==> config.mk <==
export PLATFORM = sky130hd
export DESIGN_NAME = mmio_key_switch_responder
export DESIGN_NICKNAME = d
export VERILOG_FILES = /design/src/rtl/mmio_key_switch_responder.sv
export SDC_FILE = /design/constraint.sdc
export NUM_CORES = 1
export LEC_CHECK = 0
export BUFFER_PORTS_ARGS = -buffer_cell sky130_fd_sc_hd__buf_2
export CAP_MARGIN = 20
export CORE_MARGIN = 3
export CORE_UTILIZATION = 50
export DETAILED_ROUTE_END_ITERATION = 6
export GPL_ROUTABILITY_DRIVEN = 1
export PLACE_DENSITY_LB_ADDON = 0.08
export REMOVE_ABC_BUFFERS = 1
export SYNTH_ARGS = -nofsm -noshare
export SYNTH_HDL_FRONTEND = slang
export SYNTH_SLANG_ARGS = --single-unit
==> constraint.sdc <==
create_clock -name clk -period 11.6 [get_ports clk]
set_clock_uncertainty 0.15 [all_clocks]
set_input_delay 0 -clock clk [delete_from_list [all_inputs] [get_ports clk]]
set_output_delay 0 -clock clk [all_outputs]
set_load 0.005 [all_outputs]
==> src/rtl/mmio_key_switch_responder.sv <==
//==============================================================================
// Module      : mmio_key_switch_responder
// Description : Memory-mapped KEY/SW input peripheral for the data-memory bus.
//               Two-flop synchronises and debounces KEY[3:0] (active-low pins)
//               and SW[9:0], exposes the clean state in KDATA/SDATA, captures
//               key-press events into sticky write-1-to-clear flags (KEVT) and
//               raises a level interrupt for pending events enabled in KCTRL.
// Revision    : 1.0 - initial release
//==============================================================================
`default_nettype none

module mmio_key_switch_responder #(
   parameter int               DBITS           = 32,
   parameter logic [DBITS-1:0] ADDR_KEY        = 32'hF0000010,
   parameter logic [DBITS-1:0] ADDR_SW         = 32'hF0000014,
   parameter logic [DBITS-1:0] ADDR_KEVT       = 32'hF0000018,
   parameter logic [DBITS-1:0] ADDR_KCTRL      = 32'hF000001C,
   parameter int               DEBOUNCE_CYCLES = 500000,
   parameter int               CNT_BITS        = 20
) (
   input  logic             clk,
   input  logic             reset,
   input  logic [DBITS-1:0] addr,
   input  logic             wrtEn,
   input  logic [DBITS-1:0] dIn,
   input  logic [3:0]       key,
   input  logic [9:0]       sw,
   output logic [DBITS-1:0] dOut,
   output logic             hit,
   output logic             irq
);

   // Keys occupy bits [3:0] of the debounce vector, switches bits [13:4].
   localparam int                 c_NKEYS   = 4;
   localparam int                 c_NSW     = 10;
   localparam int                 c_NBITS   = c_NKEYS + c_NSW;
   localparam logic [CNT_BITS-1:0] c_CNT_MAX = CNT_BITS'(DEBOUNCE_CYCLES - 1);

   // Synchroniser stages
   logic [c_NKEYS-1:0] r_key_s1;
   logic [c_NKEYS-1:0] r_key_s2;
   logic [c_NSW-1:0]   r_sw_s1;
   logic [c_NSW-1:0]   r_sw_s2;

   // Synchronised (keys already inverted to pressed = 1) and debounced vectors
   logic [c_NBITS-1:0] w_sync;
   logic [c_NBITS-1:0] w_deb;
   logic [c_NKEYS-1:0] w_key_nxt;
   logic [c_NKEYS-1:0] w_press;

   // Register state
   logic [c_NKEYS-1:0] r_pend;
   logic [c_NKEYS-1:0] r_ovr;
   logic [c_NKEYS-1:0] r_kctrl;

   // Bus decode
   logic               w_sel_key;
   logic               w_sel_sw;
   logic               w_sel_kevt;
   logic               w_sel_kctrl;
   logic               w_wr_kevt;
   logic               w_wr_kctrl;
   logic [7:0]         w_clr;
   logic [DBITS-1:0]   w_rdata;
   logic               w_unused_din;

   //---------------------------------------------------------------------------
   // Input synchronisation
   //---------------------------------------------------------------------------

   // Two-flop synchronisers; key flops reset to the released (high) pin level.
   always_ff @(posedge clk or posedge reset) begin
      if (reset) begin
         r_key_s1 <= '1;
         r_key_s2 <= '1;
         r_sw_s1  <= '0;
         r_sw_s2  <= '0;
      end else begin
         r_key_s1 <= key;
         r_key_s2 <= r_key_s1;
         r_sw_s1  <= sw;
         r_sw_s2  <= r_sw_s1;
      end
   end

   assign w_sync = {r_sw_s2, ~r_key_s2};

   //---------------------------------------------------------------------------
   // Per-bit debounce: a change is accepted only after it has been seen for
   // DEBOUNCE_CYCLES consecutive cycles; any return to the accepted value
   // restarts the count.
   //---------------------------------------------------------------------------
   generate
      for (genvar gi = 0; gi < c_NBITS; gi++) begin : g_debounce
         logic [CNT_BITS-1:0] r_cnt;
         logic                r_deb;
         logic                w_diff;
         logic                w_done;

         assign w_diff = w_sync[gi] ^ r_deb;
         assign w_done = w_diff && (r_cnt == c_CNT_MAX);

         // Stability counter and accepted value for this input bit.
         always_ff @(posedge clk or posedge reset) begin
            if (reset) begin
               r_cnt <= '0;
               r_deb <= 1'b0;
            end else if (!w_diff) begin
               r_cnt <= '0;
            end else if (w_done) begin
               r_deb <= w_sync[gi];
               r_cnt <= '0;
            end else begin
               r_cnt <= r_cnt + 1'b1;
            end
         end

         assign w_deb[gi] = r_deb;

         // Keys also need the value being accepted this edge for press detect.
         if (gi < c_NKEYS) begin : g_key_next
            assign w_key_nxt[gi] = w_done ? w_sync[gi] : r_deb;
         end
      end
   endgenerate

   // A press is the edge on which a debounced key goes 0 -> 1.
   assign w_press = w_key_nxt & ~w_deb[c_NKEYS-1:0];

   //---------------------------------------------------------------------------
   // Bus decode and register writes
   //---------------------------------------------------------------------------
   assign w_sel_key   = (addr == ADDR_KEY);
   assign w_sel_sw    = (addr == ADDR_SW);
   assign w_sel_kevt  = (addr == ADDR_KEVT);
   assign w_sel_kctrl = (addr == ADDR_KCTRL);
   assign hit         = w_sel_key | w_sel_sw | w_sel_kevt | w_sel_kctrl;

   assign w_wr_kevt   = wrtEn & w_sel_kevt;
   assign w_wr_kctrl  = wrtEn & w_sel_kctrl;
   assign w_clr       = w_wr_kevt ? dIn[7:0] : 8'h00;

   // Only the low byte of store data is meaningful to this block.
   assign w_unused_din = &{1'b0, dIn[DBITS-1:8]};

   // Sticky event flags: the OR with new events after the clear makes a
   // same-cycle hardware set win over a software clear.
   always_ff @(posedge clk or posedge reset) begin
      if (reset) begin
         r_pend <= '0;
         r_ovr  <= '0;
      end else begin
         r_pend <= (r_pend & ~w_clr[3:0]) | w_press;
         r_ovr  <= (r_ovr  & ~w_clr[7:4]) | (w_press & r_pend);
      end
   end

   // Interrupt enable register; bits above [3:0] are not stored.
   always_ff @(posedge clk or posedge reset) begin
      if (reset) begin
         r_kctrl <= '0;
      end else if (w_wr_kctrl) begin
         r_kctrl <= dIn[3:0];
      end
   end

   assign irq = |(r_pend & r_kctrl);

   //---------------------------------------------------------------------------
   // Read mux
   //---------------------------------------------------------------------------

   // Combinational read data, zero when the address misses every register.
   always_comb begin
      w_rdata = '0;
      if (w_sel_key) begin
         w_rdata = {{(DBITS-c_NKEYS){1'b0}}, w_deb[c_NKEYS-1:0]};
      end else if (w_sel_sw) begin
         w_rdata = {{(DBITS-c_NSW){1'b0}}, w_deb[c_NBITS-1:c_NKEYS]};
      end else if (w_sel_kevt) begin
         w_rdata = {{(DBITS-8){1'b0}}, r_ovr, r_pend};
      end else if (w_sel_kctrl) begin
         w_rdata = {{(DBITS-c_NKEYS){1'b0}}, r_kctrl};
      end
   end

   assign dOut = w_rdata;

endmodule

`default_nettype wire

Word level (Yosys, flattened, before mapping):

Index checks and enable logic that the tools add are counted.

* bits in registers: 334
* output and inout bits: 34
* word-level logic and storage cells: 159
* bits of input ports: 81

* bitwise operators: 30
* eq/ne operators: 18
* mux-type cells: 37
* $add $sub $neg: 14
* reductions and logical operators: 25

Operators with widths (number)
* 2-to-1 mux 20 bit: 28
* adder 20 x 1 -> 20 bit (second input constant): 14
* equality test 20 x 19 -> 1 bit (second input constant): 14
* equality test 32 bit (second input constant): 4
* AND 4 bit: 5
* 2-to-1 mux 10 bit: 2
* AND reduction 2 bit: 10
* 2-to-1 mux 8 bit: 2
* inverter 4 bit: 4
* logical AND 1 bit: 14
* XOR 1 bit: 14
* OR 4 bit: 2
* 2-to-1 mux 1 bit: 4
* 2-to-1 mux 4 bit: 1
* OR reduction 4 bit: 1
* OR 1 bit: 3
* AND 1 bit: 2

Longest topological paths before layout:

Gate-level depths: netlist of the first run.

* depth in word-level cells: 7
* depth in mapped cells: 6
* mapped depth without buffers: 5

Least setup slack after synthesis of the first run:

Ideal clock, no wire load.

* path type: register to register
* start: register g_debounce[3].r_cnt[0]
* end: register g_debounce[3].r_cnt[10]
* buffers on the path: 1
* data arrival time: 1867 ps
* library setup time: 121 ps
* cell stages (with the launch flop): 7
* clock period less this slack: 2138 ps
* required time: 11329 ps
* slack: 9462 ps
* path through: dfrtp_1 -> ha_1 -> nand4_1 -> or4_1 -> o31ai_4 -> buf_2 -> nor2_1

* word-level cells in the longest chain between the ends: 4
* elaborated cells on any way between the ends: 5
* those cells by class: 1 x add/sub; 1 x eq/ne; 2 x mux; 1 x reduce/logical

Ends and longest elaborated chain
* start: declaration: line 95 `logic [CNT_BITS-1:0] r_cnt;`
* start signal: assignment: line 114 `r_cnt <= r_cnt + 1'b1;`
* branches (longest 2 deep; another with adder 20 x 1 -> 20 bit)
* 2-to-1 mux 20 bit *: line 110 `end else if (w_done) begin`
* 2-to-1 mux 20 bit *: line 108 `end else if (!w_diff) begin`

Mark *: on every way between the ends.
A chain may end at the register's enable or synchronous reset.

Worst setup path in the final report of the first run:

* start: input addr[27]
* end: output dOut[2]

* word-level cells in the longest chain between the ends: 5
* elaborated cells on any way between the ends: 8
* those cells by class: 4 x eq/ne; 4 x mux

Ends and longest elaborated chain
* start: declaration: line 23 `input logic [DBITS-1:0] addr,`
* equality test 32 bit: line 136 `assign w_sel_kctrl = (addr == ADDR_KCTRL);`
* 2-to-1 mux 4 bit: line 182 `end else if (w_sel_kctrl) begin`
* 2-to-1 mux 8 bit: line 180 `end else if (w_sel_kevt) begin`
* 2-to-1 mux 10 bit: line 178 `end else if (w_sel_sw) begin`
* 2-to-1 mux 10 bit *: line 176 `if (w_sel_key) begin`
* end: declaration: line 28 `output logic [DBITS-1:0] dOut,`

Every way passes the cells marked *; elsewhere a longest branch is shown, timed or not.

==> metrics.md, run 1 <==
| Metric | Value |
|---|---|
| WP data arrival | 2.76 ns |
| Ant diodes | 0 |
| Post-synth EDFFs | 0 |
| Worst setup SP type | input port |
| First-pass GRT wire length | 57,800 um |
| Max IR drop VDD | 0.000128 V |
| Fill cells | ~2,800 |
| Initial DRC Count | around 670 |
| Number of global-route vias before repair | 12,200 |
| Clk pwr share | ~50% |
| Most common cell after layout, fill and taps aside | dfrtp_1 |
| CP Data Required Time | 11.45 ns |
| Via density | 5.57 |
| Row cnt | 65 |
| Footprint of the multi-input gates | 7560 um2 |
| IO Port Bufs | 68 |
| Comb pwr share | 3.8% |
| Clock Path Buffers | 3 |
| Final nets | 1,860 |
| Total grt overflow | 0 |
| Hold_buf cts | 49 |
| Power density over cell area | 136 nW/um2 |
| Slew headroom | 37.7% |
| Synth cell types | 51 |
| Unrepaired setup endpoints after global routing | false |
| P_int | 2.03 mW |
| Gr usage total | 19.3% |
| Synth Register Bits | 334 |
| Antenna-violating nets left | 0 |
| Setup CP Type | in2out |
| Root buffer cell | clkbuf_16 |
| Core box area | ~32,000 um2 |
| Die area | 34,900 um2 |
| Pleak | ~7.6 nW |
| Ys Warns | 0 |
| Endpoints failing setup | 0 |
| Status | complete, no violations |
| Num CTS Buffers | 38 |
| Setup_tns | 0 ns |
| Total power | ~2.6 mW |
| Worst-path clk slew | roughly 0.06 ns |
| Mean post-synth cell area | roughly 10 um2 |
| Initial antenna violation count | 1 |
| Boundary Pins | 115 |
| Slew Limit Fails | 0 |
| Async set-reset flop share out of synthesis | 100% |
| Most frequent cells in the layout | dfrtp_1, nor2_1, xnor2_1 |
| DP HPWL | 21,900 um |
| CTS tree | built |
| Sequential cell area | approximately 8400 um2 |
| Post-Syn Area | 16,300 um2 |
| Post-route DRC | 0 |
| DRT Wirelength | 33,300 um |
| Crit path time final | 2.91 ns |
| Clk_lat worst skew | 0.53 ns |
| Die Y | roughly 190 um |
| Setup bufs post-CTS | 0 |
| Synth Flop Type | dfrtp_1 |
| Worst Max-Slew Pin Slew | 0.935 ns |
| Switching share of power | 21.2% |
| Flop pwr share | 46.4% |
| Fin crit share | 25.1% |
| Fraction of layout cells with a size suffix above 1 | roughly a tenth |
| Hold WC Path Type | in2reg |
| Htree depth | 2 |
| Part of the Yosys area used for sequential elements | 51.2% |
| R2r setup slk | 9.08 ns |
| Largest net degree at the start of global routing | 137 |
| Drt first pass iters | 4 |
| Peak Freq | 0.344 GHz |
| Clock sink count | 334 |
| Final Hold Fails | 0 |
| CP Max Fanout | 7 |
| Switching Power | 0.547 mW |
| P&R area growth vs syn | 16.0% |
| Die X | around 190 um |
| Via count | ~12,000 |
| DR WL/cell | between 10 and 15 um |
| PostCTS Resize Cnt | 0 |
| Setup crit end kind | primary output |
| Cell count after synthesis | 1,630 |
| GPL Wtd Cong | around 0.81 |
| Initial Util | 51.2% |
| Max Cap Violations | 0 |
[metal layers]
metal / share of wire, % / up-vias / track usage (%)
met2: 46 / 178 / 30.5
met3: 3.4 / 47 / 3.02
met5: 0 / - / 0
met4: 1.9 / 0 / 5.70
li1: - / 6128 / -
met1: 49 / 6061 / 27.7
[cell usage after synthesis (9+ instances only)]
cell type	count	area (um2)
xnor2_1	110	963
clkbuf_1	24	90.1
or3_1	56	350
buf_2	12	60.1
dfrtp_1	326	8160
and3_1	9	56.3
xor2_1	73	639
nor3_1	34	170
a21oi_1	83	415
nor4b_1	22	193
o31ai_2	12	150
inv_1	43	161
or4_1	47	353
nor2_1	206	773
nand3_1	100	500
nand2_1	93	349
o31ai_1	50	375
ha_1	14	175
and2_1	16	100
nor4_1	51	319
mux2_1	11	124
and4_1	27	236
o21ai_0	43	215
buf_4	22	165
nand4_1	81	507
[critical path, stage by stage]
cell,delay [ns]
dlygate4sd3_1,0.52
buf_2,0.12
nor4b_1,0.25
dlygate4sd3_1,0.59
nand4_1,0.29
or2_2,0.46
inv_2,0.18
and2_1,0.21
buf_2,0.13
[cells by family (layout without fill, tap and decap cells)]
group,Yosys count,count (layout),synth area share [%]
and+or+nand+nor,770,770,25.3
buffers and inverters,103,245,2.96
xor gates and xnor gates,183,183,9.81
AOI/OAI and AO/OA,202,202,7.81
other,1,22,0.0230
adders and majority gates,14,14,1.07
muxes,23,23,1.82
DFF,334,334,51.2
[metrics by stage]
stage          util (%)  cell area, um2  worst slack (ns)  cells  hold WS (ns)
4_1_cts            59.4           18900              8.76   2228        0.0168
6_report           59.4           18900              8.69   2228        0.0290
3_5_place_dp       53.7           17100              9.05   2111       -0.0435
2_1_floorplan         -           16100              2.21   1592        -0.146
3_3_place_gp       53.7           17100              9.12   2111       -0.0440
5_1_grt            59.4           18900              8.56   2228        0.0757
[registers in the layout (all words and copies together) (netlist names)]
register	cells
g_debounce.r_deb	14
r_kctrl	4
r_sw_s1	10
r_sw_s2	10
r_key_s2	4
r_ovr	4
g_debounce.r_cnt	280
r_key_s1	4
r_pend	4
[power by group through the flow]
stage	clock (mW)	sequential (mW)	combinational, mW
after floorplan	0	1.22	0.0566
after global placement	0	1.22	0.0894
after detailed placement	0	1.22	0.0898
after CTS	1.32	1.20	0.101
after global routing	1.37	1.20	0.113
final	1.28	1.20	0.0981
[path summary, 6_finish.rpt]
| kind | end | cells past startpoint | startpoint |
|---|---|---|---|
| setup / recovery | dOut[2] | 9 | addr[27] |
| hold / removal | r_pend[1] | 5 | addr[2] |
| setup reg to reg | g_debounce[3].r_cnt[9] | 5 | g_debounce[3].r_cnt[0] |
| hold reg to reg | r_sw_s2[0] | 0 | r_sw_s1[0] |
| max in group asynchronous | g_debounce[0].r_cnt[18] | 4 | reset |
| min in group asynchronous | g_debounce[12].r_cnt[5] | 3 | reset |
[final cells by class]
type                       count  area share (%)
sequential                   334            44.2
multi-input combinational   1214            39.9
clock buffer                  58            6.06
timing repair buffer         133            5.02
tap                          435            2.87
clock inverter                10            1.08
inverter                      44           0.911
Note: power is estimated with default switching activity, not from simulation.
==> run 2: changes to the inputs <==
Clock period 11.6 ns to 2.9 ns, I/O delays scaled along.
==> metrics.md, run 2 (synthesized netlist as in run 1, its figures left out) <==
| Metric | Value |
|---|---|
| Status | complete, but fails checks |
| Violated checks | hold timing |
| Post-route DRC | 0 |
| Setup_tns | 0 ns |
| Worst flop-to-flop path startpoint | g_debounce[11].r_cnt[0] |
| Peak Freq | 0.354 GHz |
| Endpoints failing setup | 0 |
| Most common cell after layout, fill and taps aside | dfrtp_1 |
| Placed insts | 2,126 |
| Worst-path clk slew | 0.06 ns |
| Total grt overflow | 0 |
| Pleak | roughly 7.7 nW |
| Fill cells | 2,745 |
| DP HPWL | 22,200 um |
| DRT Wirelength | 33,100 um |
| Worst flop-to-flop path endpoint | g_debounce[11].r_cnt[14] |
| Fin crit share | 97.4% |
| Slew headroom | 38.5% |
| Flop pwr share | 46.7% |
| Setup bufs post-CTS | 0 |
| Ant diodes | 0 |
| Most utilized layer in the global route result | met2 |
| Slew Limit Fails | 0 |
| Most flops, register | g_debounce.r_cnt |
| Largest register FFs | 280 |
| Footprint of the multi-input gates | between 7000 and 8000 um2 |
| Max Cap Violations | 0 |
| Gr usage total | 19.3% |
| Fraction of layout cells with a size suffix above 1 | 11.4% |
| Unrepaired setup endpoints after global routing | false |
| Clk_lat worst skew | roughly 0.53 ns |
| Initial Util | 51.2% |
| Htree depth | 2 |
| Antenna-violating nets left | 0 |
| Switching share of power | between 20% and 30% |
| Number of global-route vias before repair | about 12,000 |
| Final Hold Fails | 5 |
| Die Y | 187 um |
| Met2 Usage GRT | a little under a third |
| Die area | 34,900 um2 |
| Most frequent cells in the layout | dfrtp_1, nor2_1, xnor2_1 |
| Row cnt | 65 |
| R2R depth | 5 |
| Regs by FF count | g_debounce.r_cnt x280, g_debounce.r_deb x14 |
| Comb pwr share | about 4.0% |
| Num CTS Buffers | 38 |
| Clk pwr share | between 40% and 50% |
| Setup crit end kind | flip-flop |
| Via density | approximately 5.6 |
| GR Util met3 | between 3 and 4% |
| Hold slack | -0.0267 ns |
| P&R area growth vs syn | 17.0% |
| CP Data Required Time | 3.15 ns |
| Core box area | about 32,000 um2 |
| Initial DRC Count | 624 |
| Cell Count, Final, Fillers Out | ~2,200 |
| Initial antenna violation count | 1 |
| Total power | between 10 and 15 mW |
| Sequential cell area | between 8000 and 9000 um2 |
| CTS tree | built |
| Power density over cell area | 537 nW/um2 |
| Drt first pass iters | 5 |
| IO Port Bufs | 68 |
| Clock sink count | 334 |
| CP Max Fanout | 5 |
| Worst setup SP type | input port |
| R2r setup slk | 0.62 ns |
| Largest net degree at the start of global routing | 100 |
| Slack of the critical path | ~0.077 ns |
| Final nets | 1,876 |
| Root buffer cell | clkbuf_16 |
| First-pass GRT wire length | 58,100 um |
| Via count | 12,500 |
| Die X | between 150 and 200 um |
| Place WS | 0.647 ns |
| Worst Max-Slew Pin Slew | 0.921 ns |
| Boundary Pins | approximately 120 |
| Crit path time final | 2.82 ns |
| P_int | between 8 and 9 mW |
| Met1 GRT Util | 27.7% |
| Hold WC Path Type | in2async |
| Clock Path Buffers | 3 |
| Setup CP Type | in2reg |
| DR WL/cell | between 10 and 15 um |
| Switching Power | 2.23 mW |
| Max IR drop VDD | 0.000487 V |
| GPL Wtd Cong | a little under 0.8 |
| WP data arrival | 3.08 ns |
run 2: cell types whose count changed in the layout (fill, tap and decap cells not counted), sizes merged:
cell | previous run | this run
bufinv | 6 | 4
clkbuf | 58 | 57
dlygate4sd3 | 49 | 50
inv | 45 | 46
clkinv | 3 | 7
buf | 84 | 99
run 2: final cells by class:
| cell class | instances | share of cell area [%] |
|---|---|---|
| Multi-Input combinational cell | 1214 | 39.6 |
| Clock buffer | 57 | 6.08 |
| Tap cell | 435 | 2.85 |
| Timing Repair Buffer | 149 | 5.81 |
| Inverter | 44 | 0.904 |
| Sequential cell | 334 | 43.8 |
| Clock inverter | 13 | 0.982 |
run 2: worst max path at each step:
stage	from	end	slack (ns)	cells after the start
2_1_floorplan	reset	g_debounce[0].r_cnt[0]	-6.49	1
3_3_place_gp	g_debounce[11].r_cnt[0]	g_debounce[11].r_cnt[14]	0.69	5
3_5_place_dp	g_debounce[11].r_cnt[0]	g_debounce[11].r_cnt[16]	0.65	5
4_1_cts	addr[27]	dOut[2]	0.15	10
5_1_grt	addr[27]	dOut[2]	0.02	10
6_report	addr[27]	r_kctrl[2]	0.08	9
run 2: critical path, stage by stage:
cell           delay, ns
dlygate4sd3_1       0.54
buf_2               0.12
nor4b_1             0.23
dlygate4sd3_1       0.59
nand4_1             0.08
buf_4               0.17
nor3_2              0.40
mux2_1              0.37
dlygate4sd3_1       0.57
run 2: metal layers:
layer,share of wire [%],wire [um]
met1,48,15900
met2,46,15100
met3,4.3,1430
met5,0,0
met4,1.7,575
run 2: metrics by stage:
stage          instance area, um2  utilization [%]
2_1_floorplan               16100                -
5_1_grt                     19100             59.9
4_1_cts                     19100             59.9
3_3_place_gp                17300             54.1
3_5_place_dp                17300             54.1
6_report                    19100             59.9
run 2: repair_timing:
| item | CTS | global route |
|---|---|---|
| resized for setup | 0 | 0 |
| hold endpoints to repair | 184 | 0 |
| hold buffers | 50 | 0 |
run 2: power groups by stage:
| stage | combinational (mW) | sequential [mW] | clock, mW |
|---|---|---|---|
| finish | 0.413 | 4.79 | 5.05 |
| global route | 0.480 | 4.80 | 5.40 |
| CTS | 0.427 | 4.79 | 5.20 |
| detailed placement | 0.380 | 4.88 | 0 |
| global placement | 0.376 | 4.88 | 0 |
| floorplan | 0.226 | 4.87 | 0 |
